$ cat config.mk
export PLATFORM = sky130hd
export DESIGN_NAME = bus_arbiter_rr
export DESIGN_NICKNAME = d
export VERILOG_FILES = /design/src/rtl/bus_arbiter_rr.sv
export SDC_FILE = /design/constraint.sdc
export NUM_CORES = 1
export LEC_CHECK = 0
export BUFFER_PORTS_ARGS = -buffer_cell sky130_fd_sc_hd__buf_4
export CAP_MARGIN = 20
export CORE_MARGIN = 2
export CORE_UTILIZATION = 25
export DETAILED_ROUTE_END_ITERATION = 6
export SYNTH_ARGS = -nofsm -noshare
export SYNTH_HDL_FRONTEND = slang
export SYNTH_SLANG_ARGS = --single-unit
$ cat constraint.sdc
create_clock -name Clk -period 1.7 [get_ports Clk]
set_input_delay 0.085 -clock Clk [delete_from_list [all_inputs] [get_ports Clk]]
set_output_delay 0.085 -clock Clk [all_outputs]
set_load 0.01 [all_outputs]
$ cat src/rtl/bus_arbiter_rr.sv
// ============================================================================
// bus_arbiter_rr
//
// Round-robin arbiter and sequencer for the shared LC-3 datapath bus. Four
// gate sources (0 = PC, 1 = MDR, 2 = ALU, 3 = MARMUX) request the bus. The
// block registers a one-hot grant and the matching 4:1 mux select. One cycle
// later it registers the selected word onto Dout, qualified by bus_valid.
//
// Parameters:
//   WIDTH     data width of each source word and of Dout
//   MAX_HOLD  maximum consecutive grant cycles per tenure (>= 1). This
//             parameter is used only when ARB_TIMEOUT_EN is defined.
//
// Configuration macro:
//   ARB_TIMEOUT_EN  When this macro is defined, a tenure is limited to
//                   MAX_HOLD cycles. After the limit, the grant is handed to
//                   the next requester. When the macro is undefined, the
//                   owner keeps the bus for as long as it requests it.
//
// Ports:
//   Clk        in   rising-edge clock
//   Reset      in   asynchronous, active-high reset
//   req[3:0]   in   level-sensitive request, bit i = source i
//   Din0..3    in   source data words
//   gnt[3:0]   out  registered one-hot grant, all-zero when idle
//   sel[1:0]   out  registered mux select (encoded gnt index). It holds its
//                   value while idle.
//   Dout       out  registered bus word, zero when bus_valid is low
//   bus_valid  out  Dout carries the word of the source granted last cycle
// ============================================================================
module bus_arbiter_rr #(
    parameter int WIDTH    = 16,
    parameter int MAX_HOLD = 8
) (
    input  logic             Clk,
    input  logic             Reset,
    input  logic [3:0]       req,
    input  logic [WIDTH-1:0] Din0,
    input  logic [WIDTH-1:0] Din1,
    input  logic [WIDTH-1:0] Din2,
    input  logic [WIDTH-1:0] Din3,
    output logic [3:0]       gnt,
    output logic [1:0]       sel,
    output logic [WIDTH-1:0] Dout,
    output logic             bus_valid
);

    typedef enum logic {
        IDLE = 1'b0,
        BUSY = 1'b1
    } state_t;

    state_t           state, state_n;
    logic [1:0]       last, last_n;     // most recently granted index
    logic [1:0]       win;              // round-robin winner, searched from last
    logic             keep;             // current owner holds through this edge
    logic             expired;          // current tenure has used all its cycles
    logic [3:0]       gnt_n;
    logic [1:0]       sel_n;
    logic [WIDTH-1:0] din_sel;
    logic [WIDTH-1:0] dout_n;
    logic             valid_n;

    // The scan visits base+1 .. base+4. The last candidate is base itself, so
    // the previous owner is the lowest-priority candidate. A lone requester
    // is therefore re-granted to itself.
    function automatic logic [1:0] rr_pick(input logic [3:0] r, input logic [1:0] base);
        logic [1:0] idx;
        logic [1:0] pick;
        logic       found;
        pick  = base;
        found = 1'b0;
        for (int i = 1; i <= 4; i++) begin
            idx = base + 2'(i);
            if (!found && r[idx]) begin
                pick  = idx;
                found = 1'b1;
            end
        end
        return pick;
    endfunction

`ifdef ARB_TIMEOUT_EN
    localparam int             CW        = $clog2(MAX_HOLD) + 1;
    localparam logic [CW-1:0]  HOLD_LAST = CW'(MAX_HOLD - 1);

    // This count starts at 0 on the first grant cycle. Expiry at MAX_HOLD-1
    // therefore releases the grant after exactly MAX_HOLD cycles of gnt.
    logic [CW-1:0] hold_cnt, hold_cnt_n;

    assign expired = (hold_cnt == HOLD_LAST);

    // The counter saturates instead of wrapping. Any edge that is not a hold
    // (a new grant, a hand-off or idle) clears it.
    always_comb begin
        hold_cnt_n = '0;
        if (keep) begin
            hold_cnt_n = (hold_cnt == '1) ? hold_cnt : hold_cnt + CW'(1);
        end
    end
`else
    assign expired = 1'b0;

    logic unused_max_hold;
    assign unused_max_hold = ^MAX_HOLD;
`endif

    // ------------------------------------------------------------------
    // State register: FSM state, pointer and all registered outputs
    // ------------------------------------------------------------------
    // NOTE: sequential state uses non-blocking (<=) so every register samples
    // pre-edge values. Blocking here would make Dout see the new sel.
    always_ff @(posedge Clk or posedge Reset) begin
        if (Reset) begin
            state     <= IDLE;
            last      <= 2'd3;
            gnt       <= 4'b0000;
            sel       <= 2'b00;
            Dout      <= '0;
            bus_valid <= 1'b0;
`ifdef ARB_TIMEOUT_EN
            hold_cnt  <= '0;
`endif
        end else begin
            state     <= state_n;
            last      <= last_n;
            gnt       <= gnt_n;
            sel       <= sel_n;
            Dout      <= dout_n;
            bus_valid <= valid_n;
`ifdef ARB_TIMEOUT_EN
            hold_cnt  <= hold_cnt_n;
`endif
        end
    end

    // ------------------------------------------------------------------
    // Next-state logic
    // ------------------------------------------------------------------
    assign win  = rr_pick(req, last);
    assign keep = (state == BUSY) && req[last] && !expired;

    // NOTE: every output of this block is given a default first. Without the
    // defaults, a path that skips an assignment would infer a latch.
    always_comb begin
        state_n = state;
        last_n  = last;
        unique case (state)
            IDLE: begin
                if (|req) begin
                    state_n = BUSY;
                    last_n  = win;
                end
            end
            BUSY: begin
                // While BUSY, last is the owner. Releasing with other
                // requests pending hands off on this same edge.
                if (!keep) begin
                    if (|req) begin
                        last_n = win;
                    end else begin
                        state_n = IDLE;
                    end
                end
            end
            default: begin
                state_n = IDLE;
            end
        endcase
    end

    // ------------------------------------------------------------------
    // Output logic: next values of the registered outputs
    // ------------------------------------------------------------------
    always_comb begin
        unique case (sel)
            2'd0:    din_sel = Din0;
            2'd1:    din_sel = Din1;
            2'd2:    din_sel = Din2;
            default: din_sel = Din3;
        endcase
    end

    always_comb begin
        gnt_n   = 4'b0000;
        sel_n   = sel;
        valid_n = (state == BUSY);
        // Dout follows the pre-edge sel, so the data lags gnt by one cycle.
        dout_n  = valid_n ? din_sel : '0;
        if (state_n == BUSY) begin
            gnt_n = 4'b0001 << last_n;
            sel_n = last_n;
        end
    end

endmodule

### Yosys cells after proc, flatten, opt, wreduce, memory -nomap -nowiden

Cells that the tools add are included.

* bits in registers: 26
* input bits: 70
* logic and storage cells: 50

* add/subtract/negate cells: 3
* order comparisons: 4
* eq/ne operators: 2
* shift-type cells: 1
* mux-type cells: 24
* bitwise operators: 1
* reductions and logical operators: 9

Operators with widths (number)
* one-hot mux 16 bit (3 select lines): 1
* 2-to-1 mux 16 bit: 1
* < comparator 2 x 3 -> 1 bit (second input constant): 4
* 2-to-1 mux 2 bit: 6
* 2-to-1 mux 1 bit: 9
* binary-select mux 1 bit (select 2 bit): 4
* adder 2 bit (second input constant): 2
* logical AND 1 bit: 4
* 2-to-1 mux 4 bit: 1
* one-hot mux 2 bit (2 select lines): 1
* OR reduction 4 bit: 1
* left shift 1 x 2 -> 4 bit (first input constant): 1
* logical NOT 1 bit: 3
* adder 2 x 1 -> 2 bit (second input constant): 1
* == test 2 x 1 -> 1 bit (second input constant): 1
* == test 2 bit (second input constant): 1
* logical NOT 2 bit: 1
* one-hot mux 1 bit (2 select lines): 1
* inverter 1 bit: 1

### Logic depth before layout (Yosys ltp)

Gate-level depths: netlist (run 1).

* word-level depth: 18
* depth in mapped cells: 6
* depth with buffers taken out: 5

### Worst setup path after synthesis (run 1)

Ideal clock, no wire load.

* path kind: register to register
* start point: register sel[0]
* end point: register Dout[10]
* setup time: 0.119 ns
* data arrival time: 1.515 ns
* required time: 1.581 ns
* slack: 0.066 ns
* cell stages (with the launch flop): 5
* path through: dfrtp_1 buf_2 buf_4 mux4_2 and2_1

* word-level cells in the longest chain between the ends: 3
* elaborated cells between the ends (all ways): 5
* classes of those cells: 2 x eq/ne; 2 x mux; 1 x reduce/logical

RTL lines
* start: declaration: RTL line 43 `output logic [1:0] sel,`
* start signal: assignment: RTL line 128 `sel <= sel_n;`
* == test 2 bit (tied with other cells): RTL line 176 `unique case (sel)`
* one-hot mux 16 bit (3 select lines) *: RTL line 176
* 2-to-1 mux 16 bit *: RTL line 189 `dout_n = valid_n ? din_sel : '0;`
* via dout_n[10]: RTL line 61 `logic [WIDTH-1:0] dout_n;`
* end signal: assignment: RTL line 129 `Dout <= dout_n;`
* end: declaration: RTL line 44 `output logic [WIDTH-1:0] Dout,`

Mark *: on every way through the listed nets, which the timed path passes. The rest lies on a longest branch.
A chain may end at the register's enable or synchronous reset.

### Worst setup path in the final report (run 1)

* start point: register last[0]
* end point: register gnt[0]

* word-level cells in the longest chain between the ends: 18
* elaborated cells between the ends (all ways): 32
* classes of those cells: 3 x add/sub; 1 x shift; 21 x mux; 7 x reduce/logical

RTL lines
* start: declaration: RTL line 54 `logic [1:0] last, last_n;`
* start signal: assignment: RTL line 126 `last <= last_n;`
* adder 2 x 1 -> 2 bit: RTL line 74 `idx = base + 2'(i);`
* binary-select mux 1 bit (select 2 bit): RTL line 75 `if (!found && r[idx]) begin`
* 2-to-1 mux 1 bit (implied by the code): RTL line 75
* 2-to-1 mux 1 bit: RTL line 75
* logical NOT 1 bit: RTL line 75
* logical AND 1 bit: RTL line 75
* 2-to-1 mux 1 bit: RTL line 75
* logical NOT 1 bit: RTL line 75
* [... 3 more ...]
* logical AND 1 bit: RTL line 75
* 2-to-1 mux 2 bit: RTL line 75
* 2-to-1 mux 2 bit: RTL line 150, 159
* 2-to-1 mux 2 bit: RTL line 158 `if (!keep) begin`
* one-hot mux 2 bit (2 select lines): RTL line 148 `unique case (state)`
* left shift 1 x 2 -> 4 bit: RTL line 191 `gnt_n = 4'b0001 << last_n;`
* 2-to-1 mux 4 bit *: RTL line 190 `if (state_n == BUSY) begin`
* via gnt_n[0]: RTL line 58 `logic [3:0] gnt_n;`
* end signal: assignment: RTL line 127 `gnt <= gnt_n;`
* end: declaration: RTL line 42 `output logic [3:0] gnt,`

Mark *: on every way through the listed nets, which the timed path passes. The rest lies on a longest branch. The select of a mux whose other input is x is not followed.

==> qor.yml, run 1 <==
status: "finished clean"
cts_buffers: 3
drtAntennaViolNets: 0
clock_path_buffers: 2
insertion_delay_ns: 0.26
firstDrtPassIters: 4
synth_top_flop_cell: "dfrtp_1"
drc: 0
dp_cells: 287
numPortBuffers: 92
ioPinCount: 93
num-fill-cells: 602
leakagePower_nw: 1.12
overflow: 0
htree_levels: 1
wl_per_cell_um: 13.7
min_from: "req[1]"
syn_inst: 121
netlist_area_um2: 1560
worstMarginPinSlew_ns: 0.431
worstPathRequired_ns: 1.86
mostFrequentLayoutCell: "buf_4"
drt-initial-drc-count: 21
layout-drive-gt1-share: 0.616
cts_sinks: 26
layout_common_cells: "buf_4 (102), dfrtp_1 (24), and2_1 (17), mux4_2 (16), nor2_1 (7)"
start_util: 0.260
fp.dieArea_um2: 6890
arrival_ns: 1.83
die_w_um: 83
synthAdderAreaFrac: 0
pwr-share-clk: 0.109
synth-xor-area-share: 0.00561
timing.rr.start: "last[0]$_DFF_PP1_"
grt_max_degree: 18
max-vdd-ir-drop_mv: 0.545
antenna_cells: 0
worstSetupStartpoint: "last[0]$_DFF_PP1_"
final_cells: 294
max_freq_mhz: 597
min-delay-path-class: "input pin to flip-flop"
yosys-mux-area-fraction: 0.257
avgSynthCellArea_um2: 12.9
place.gp.congestion: 0.740
synth_fp_nets: 191
rows: 28
p_sw_frac: 0.339
comb_power_share: 0.602
design.core.area_um2: 5990
clk_pin_slew_ns: 0.09
synth_edf_count: 0
dr_total_vias: 1325
synth_seq_cells: 26
avgViaCountPerCell: 4.51
wirelength_um: 4020
endpoint_kind: "flip-flop"
dp_hpwl_um: 3200
cts_root_buf: "clkbuf_8"
maxCapViolations: 0
die_h_um: 83
synth_compound_area_frac: 0.110
setup_viol: 0
seqPwrFrac: 0.288
min_period_over_period: 0.985
grt_pass1_wl_um: 6580
yosysUniqueCellTypes: 34
critPathMaxFanout: 6
yosysSeqAreaShare: 0.419
yosys.area_share.simple: 0.142
synth_top_family_by_area: "multiplexers"
nets: 290
fin_worst_skew_ns: 0.00281
fin_util: 0.406
fin_crit_ns: 1.67
p_int_mw: 2.37
worst_setup_path_start_kind: "flip-flop"
rsz0062_at_grt: "true"
powerDensity_nw_per_um2: 1480
antenna_found_initial: 0
hold_slack_ns: 0.164
finalMaxSlewViolations: 0
cts_tree: "done"
grt_use_total: 0.116
slew_headroom: 0.710
syn_to_final_growth_pct: 55.8
synthArstFlopShare: 1.00
critPathKind: "flip-flop to flip-flop"
hold_violations: 0
p_switching_mw: 1.22
yosys_warnings: 0
grt_pass1_vias: 1369
## through the flow
step	cell area, um^2	setup TNS, ns	setup WS (ns)	total power, mW
2_1_floorplan	1560	0	0.0656	2.42
3_5_place_dp	2330	0	0.0312	3.18
5_1_grt	2430	-0.171	-0.0632	3.87
3_3_place_gp	2330	0	0.0535	3.15
6_report	2430	0	0.0263	3.59
4_1_cts	2400	0	0.0144	3.59
## synthesized netlist by cell type (2+ instances only)
library cell	count	area, um^2
a21oi_1	2	10.0
nand2_1	5	18.8
inv_1	6	22.5
buf_6	5	56.3
o21ai_1	3	15.0
dfstp_2	2	52.6
o22a_1	2	17.5
a31oi_1	2	12.5
nor2_1	7	26.3
a21oi_2	2	17.5
and2_1	17	106
clkbuf_1	2	7.51
nand2b_1	2	12.5
mux2i_1	3	30.0
nor3_2	2	20.0
mux4_2	16	360
dfrtp_1	24	601
nor2b_1	2	12.5
buf_2	2	10.0
## cells by family after synthesis
| family | Yosys count |
|---|---|
| compound gates | 20 |
| xor+xnor | 1 |
| buf+inv | 16 |
| flops | 26 |
| mux | 20 |
| simple gates | 38 |
## final timing paths
check,to,slack [ns],depth (start not counted)
worst max-delay path,gnt[0]$_DFF_PP0_,0.03,5
worst min-delay path,state$_DFF_PP0_,0.16,3
worst max register to register,gnt[0]$_DFF_PP0_,0.03,5
worst min register to register,last[0]$_DFF_PP1_,0.56,1
max in group asynchronous,last[1]$_DFF_PP1_,0.69,4
min in group asynchronous,Dout[12]$_DFF_PP0_,0.39,3
## state kept, by name (all words and copies together) (netlist names)
name and count:
last 2, Dout 16, sel 2, bus_valid 1, gnt 4, state 1
## repair_timing
action | CTS | global route
hold buffers | 1 | 0
endpoints found under the hold margin | 10 | 0
endpoints found under the setup margin | 0 | 5
setup buffers | 0 | 2
resized for setup | 0 | 4
## area by class of cell
type | count | area, um^2 | share of cell area
Tap cell | 75 | 93.8 | 0.0386
Timing Repair Buffer | 104 | 787 | 0.324
Sequential cell | 26 | 653 | 0.269
Clock buffer | 4 | 55.1 | 0.0226
Multi-Input combinational cell | 79 | 820 | 0.337
Inverter | 6 | 22.5 | 0.00926
## critical path, cell delays in order (launching register included)
cell     delay, ns
dfstp_2       0.60
mux2i_2       0.25
nand3_1       0.10
o21a_1        0.22
a31o_4        0.25
nor3b_2       0.15
## per-layer routing
layer | up-vias | part of all wire | wire length [um] | GRT usage
met1 | 631 | 0.41 | 1640 | 0.150
met2 | 57 | 0.51 | 2040 | 0.196
met5 | - | 0 | 0 | 0
met4 | 0 | 0.013 | 54 | 0.0358
met3 | 4 | 0.068 | 274 | 0.0229
li1 | 633 | - | - | -
## power groups by stage
stage / logic (mW) / clock network [mW] / registers, mW
2_1_floorplan: 1.25 / 0 / 1.17
3_3_place_gp: 2.10 / 0 / 1.05
3_5_place_dp: 2.13 / 0 / 1.06
4_1_cts: 2.13 / 0.410 / 1.04
5_1_grt: 2.37 / 0.432 / 1.07
6_report: 2.16 / 0.393 / 1.03
(Power assumes the default switching activity.)
==> inputs of run 2 (changes only) <==
- CORE_MARGIN: 2 -> not set
- REMOVE_ABC_BUFFERS: not set -> 1
- SLEW_MARGIN: not set -> 30
==> run 2 against run 1 <==
Effect of this change: critical path depth is 1 higher; sequential power hardly changed; die area down 4.8%; global-route usage is 0.39 points higher; register-to-register slack improved by 0.04 ns; flip-flop and latch count did not move; non-clock buffer count did not move.
==> qor.yml, run 2 (synthesis results as in run 1) <==
min_from: "req[1]"
worstRegToRegCells: 6  # +1
maxCapViolations: 0  # unchanged
worstMarginPinSlew_ns: 0.448  # +0.0170 ns
rows: 28  # unchanged
final_cells: 293  # -0.34%
grt_use_total: 0.120  # +0.00386
cts_root_buf: "clkbuf_8"
max-vdd-ir-drop_mv: 0.684  # +25%
drtAntennaViolNets: 0  # unchanged
seqPwrFrac: 0.288  # about the same
leakagePower_nw: 1.12  # about the same
start_util: 0.262  # +0.00153
wirelength_um: 4210  # +4.7%
worst_setup_path_start_kind: "flip-flop"
pre_cts_ws_ns: 0.0398  # +0.00857 ns
min_period_over_period: 0.962  # -0.0230
min_path_cells: 3  # unchanged
p_int_mw: 2.37  # about the same
antenna_found_initial: 0  # unchanged
top_regs: "Dout x16, gnt x4"
p_sw_frac: 0.346  # +0.00721
cts_sinks: 26  # unchanged
endpoint_kind: "flip-flop"
hold_slack_ns: 0.173  # +0.00849 ns
critPathKind: "flip-flop to flip-flop"
hold_path_end: "state$_DFF_PP0_"
fin_worst_skew_ns: 0.00173  # -0.00109 ns
antenna_cells: 0  # unchanged
rsz0062_at_grt: "true"
design.core.area_um2: 5960  # -0.58%
die_w_um: 81  # -2.4%
fin_util: 0.409  # +0.00323
grt_pass1_vias: 1346  # -1.7%
overflow: 0  # unchanged
largest_reg_flops: 16  # unchanged
layout_common_cells: "buf_4 (101), dfrtp_1 (24), mux4_2 (16), and2_1 (16), nor2_1 (7)"
power_mw: 3.63  # +1.1%
ioPinCount: 93  # unchanged
setup_slack_ns: 0.0653  # +0.0390 ns
setup_viol: 0  # unchanged
dp_cells: 287  # unchanged
status: "finished clean"
fin_crit_ns: 1.63  # -0.0390 ns
reg2reg_to: "sel[0]$_DFFE_PP0P_"
die_h_um: 81  # -2.4%
place.gp.congestion: 0.837  # +13%
ff2ff_setup_slack_ns: 0.07  # +0.04 ns
dr_total_vias: 1337  # +0.91%
layout-drive-gt1-share: 0.615  # -0.00176
max_freq_mhz: 612  # +2.4%
min-delay-path-class: "input pin to flip-flop"
clock_path_buffers: 2  # unchanged
firstDrtPassIters: 4  # unchanged
powerDensity_nw_per_um2: 1490  # +0.90%
timing.rr.start: "last[0]$_DFF_PP1_"
critPathMaxFanout: 6  # unchanged
top_register: "Dout"
dp_hpwl_um: 3390  # +5.9%
worstPathRequired_ns: 1.90  # +0.04 ns
p_switching_mw: 1.26  # +3.3%
numPortBuffers: 92  # unchanged
arrival_ns: 1.84  # about the same
hold_violations: 0  # unchanged
clk_pin_slew_ns: 0.08  # about the same
mostFrequentLayoutCell: "buf_4"
cts_buffers: 3  # unchanged
wl_per_cell_um: 14.4  # +5.1%
insertion_delay_ns: 0.26  # about the same
fp.dieArea_um2: 6560  # -4.8%
nets: 290  # unchanged
grt_max_degree: 27  # +9
num-fill-cells: 584  # -3.0%
cts_tree: "done"
finalMaxSlewViolations: 0  # unchanged
drt-initial-drc-count: 45  # +110%
htree_levels: 1  # unchanged
avgViaCountPerCell: 4.56  # +1.3%
pwr-share-clk: 0.091  # -0.018
syn_to_final_growth_pct: 56.1
comb_power_share: 0.621  # +0.019
drc: 0  # unchanged
grt_pass1_wl_um: 6030  # -8.3%
slew_headroom: 0.699  # -0.0114
[run 2: cell types whose count changed in the layout (fill, tap and decap cells not counted), sizes merged]
cell | previous run | this run
clkbuf | 4 | 3
[run 2: through the flow]
step,TNS [ns],area (um^2)
after floorplan,-1.10,1480
after global placement,0,2340
after detailed placement,0,2340
after CTS,0,2390
after global routing,-0.00246,2440
final,0,2440
[run 2: worst max-delay path by stage]
stage	endpoint	startpoint	slack, ns	cells past startpoint
after floorplan	Dout[0]$_DFF_PP0_	sel[0]$_DFFE_PP0P_	-0.07	2
after global placement	gnt[1]$_DFF_PP0_	last[1]$_DFF_PP1_	0.08	5
after detailed placement	gnt[1]$_DFF_PP0_	last[1]$_DFF_PP1_	0.04	5
after CTS	gnt[1]$_DFF_PP0_	last[1]$_DFF_PP1_	0.02	5
after global routing	sel[0]$_DFFE_PP0P_	last[0]$_DFF_PP1_	-0.002	6
final	sel[0]$_DFFE_PP0P_	last[0]$_DFF_PP1_	0.07	6
[run 2: layout make-up]
class | count | area, um^2 | share of cell area
Timing Repair Buffer | 104 | 800 | 0.328
Sequential cell | 26 | 653 | 0.268
Clock buffer | 3 | 41.3 | 0.0169
Inverter | 6 | 22.5 | 0.00924
Tap cell | 75 | 93.8 | 0.0385
Multi-Input combinational cell | 79 | 826 | 0.339
[run 2: layer usage]
layer  GRT usage  routed length (um)  share of wire  up-vias
met5           0                   0              0        -
met4      0.0375                  28         0.0067        0
met3      0.0348                 588           0.14        4
met2       0.206                1950           0.46       67
met1       0.144                1640           0.39      634
li1            -                   -              -      632
[run 2: timing repair]
action,CTS,global route
hold endpoints to repair,24,0
setup buffers,0,2
resized for setup,0,5
hold buffers,1,0
endpoints found under the setup margin,0,5
[run 2: power groups by stage]
stage	clock, mW	sequential [mW]	combinational [mW]
CTS	0.346	1.05	2.19
global placement	0	1.05	2.16
global route	0.369	1.08	2.44
detailed placement	0	1.06	2.18
finish	0.329	1.05	2.25
floorplan	0	1.36	0.949
[run 2: worst max-delay path, cell delays in order (launching register included)]
cell and delay (ns):
dfstp_2 0.59, mux2i_1 0.24, nand3_1 0.10, o21a_1 0.20, buf_4 0.15, a21oi_4 0.17, o22a_1 0.14
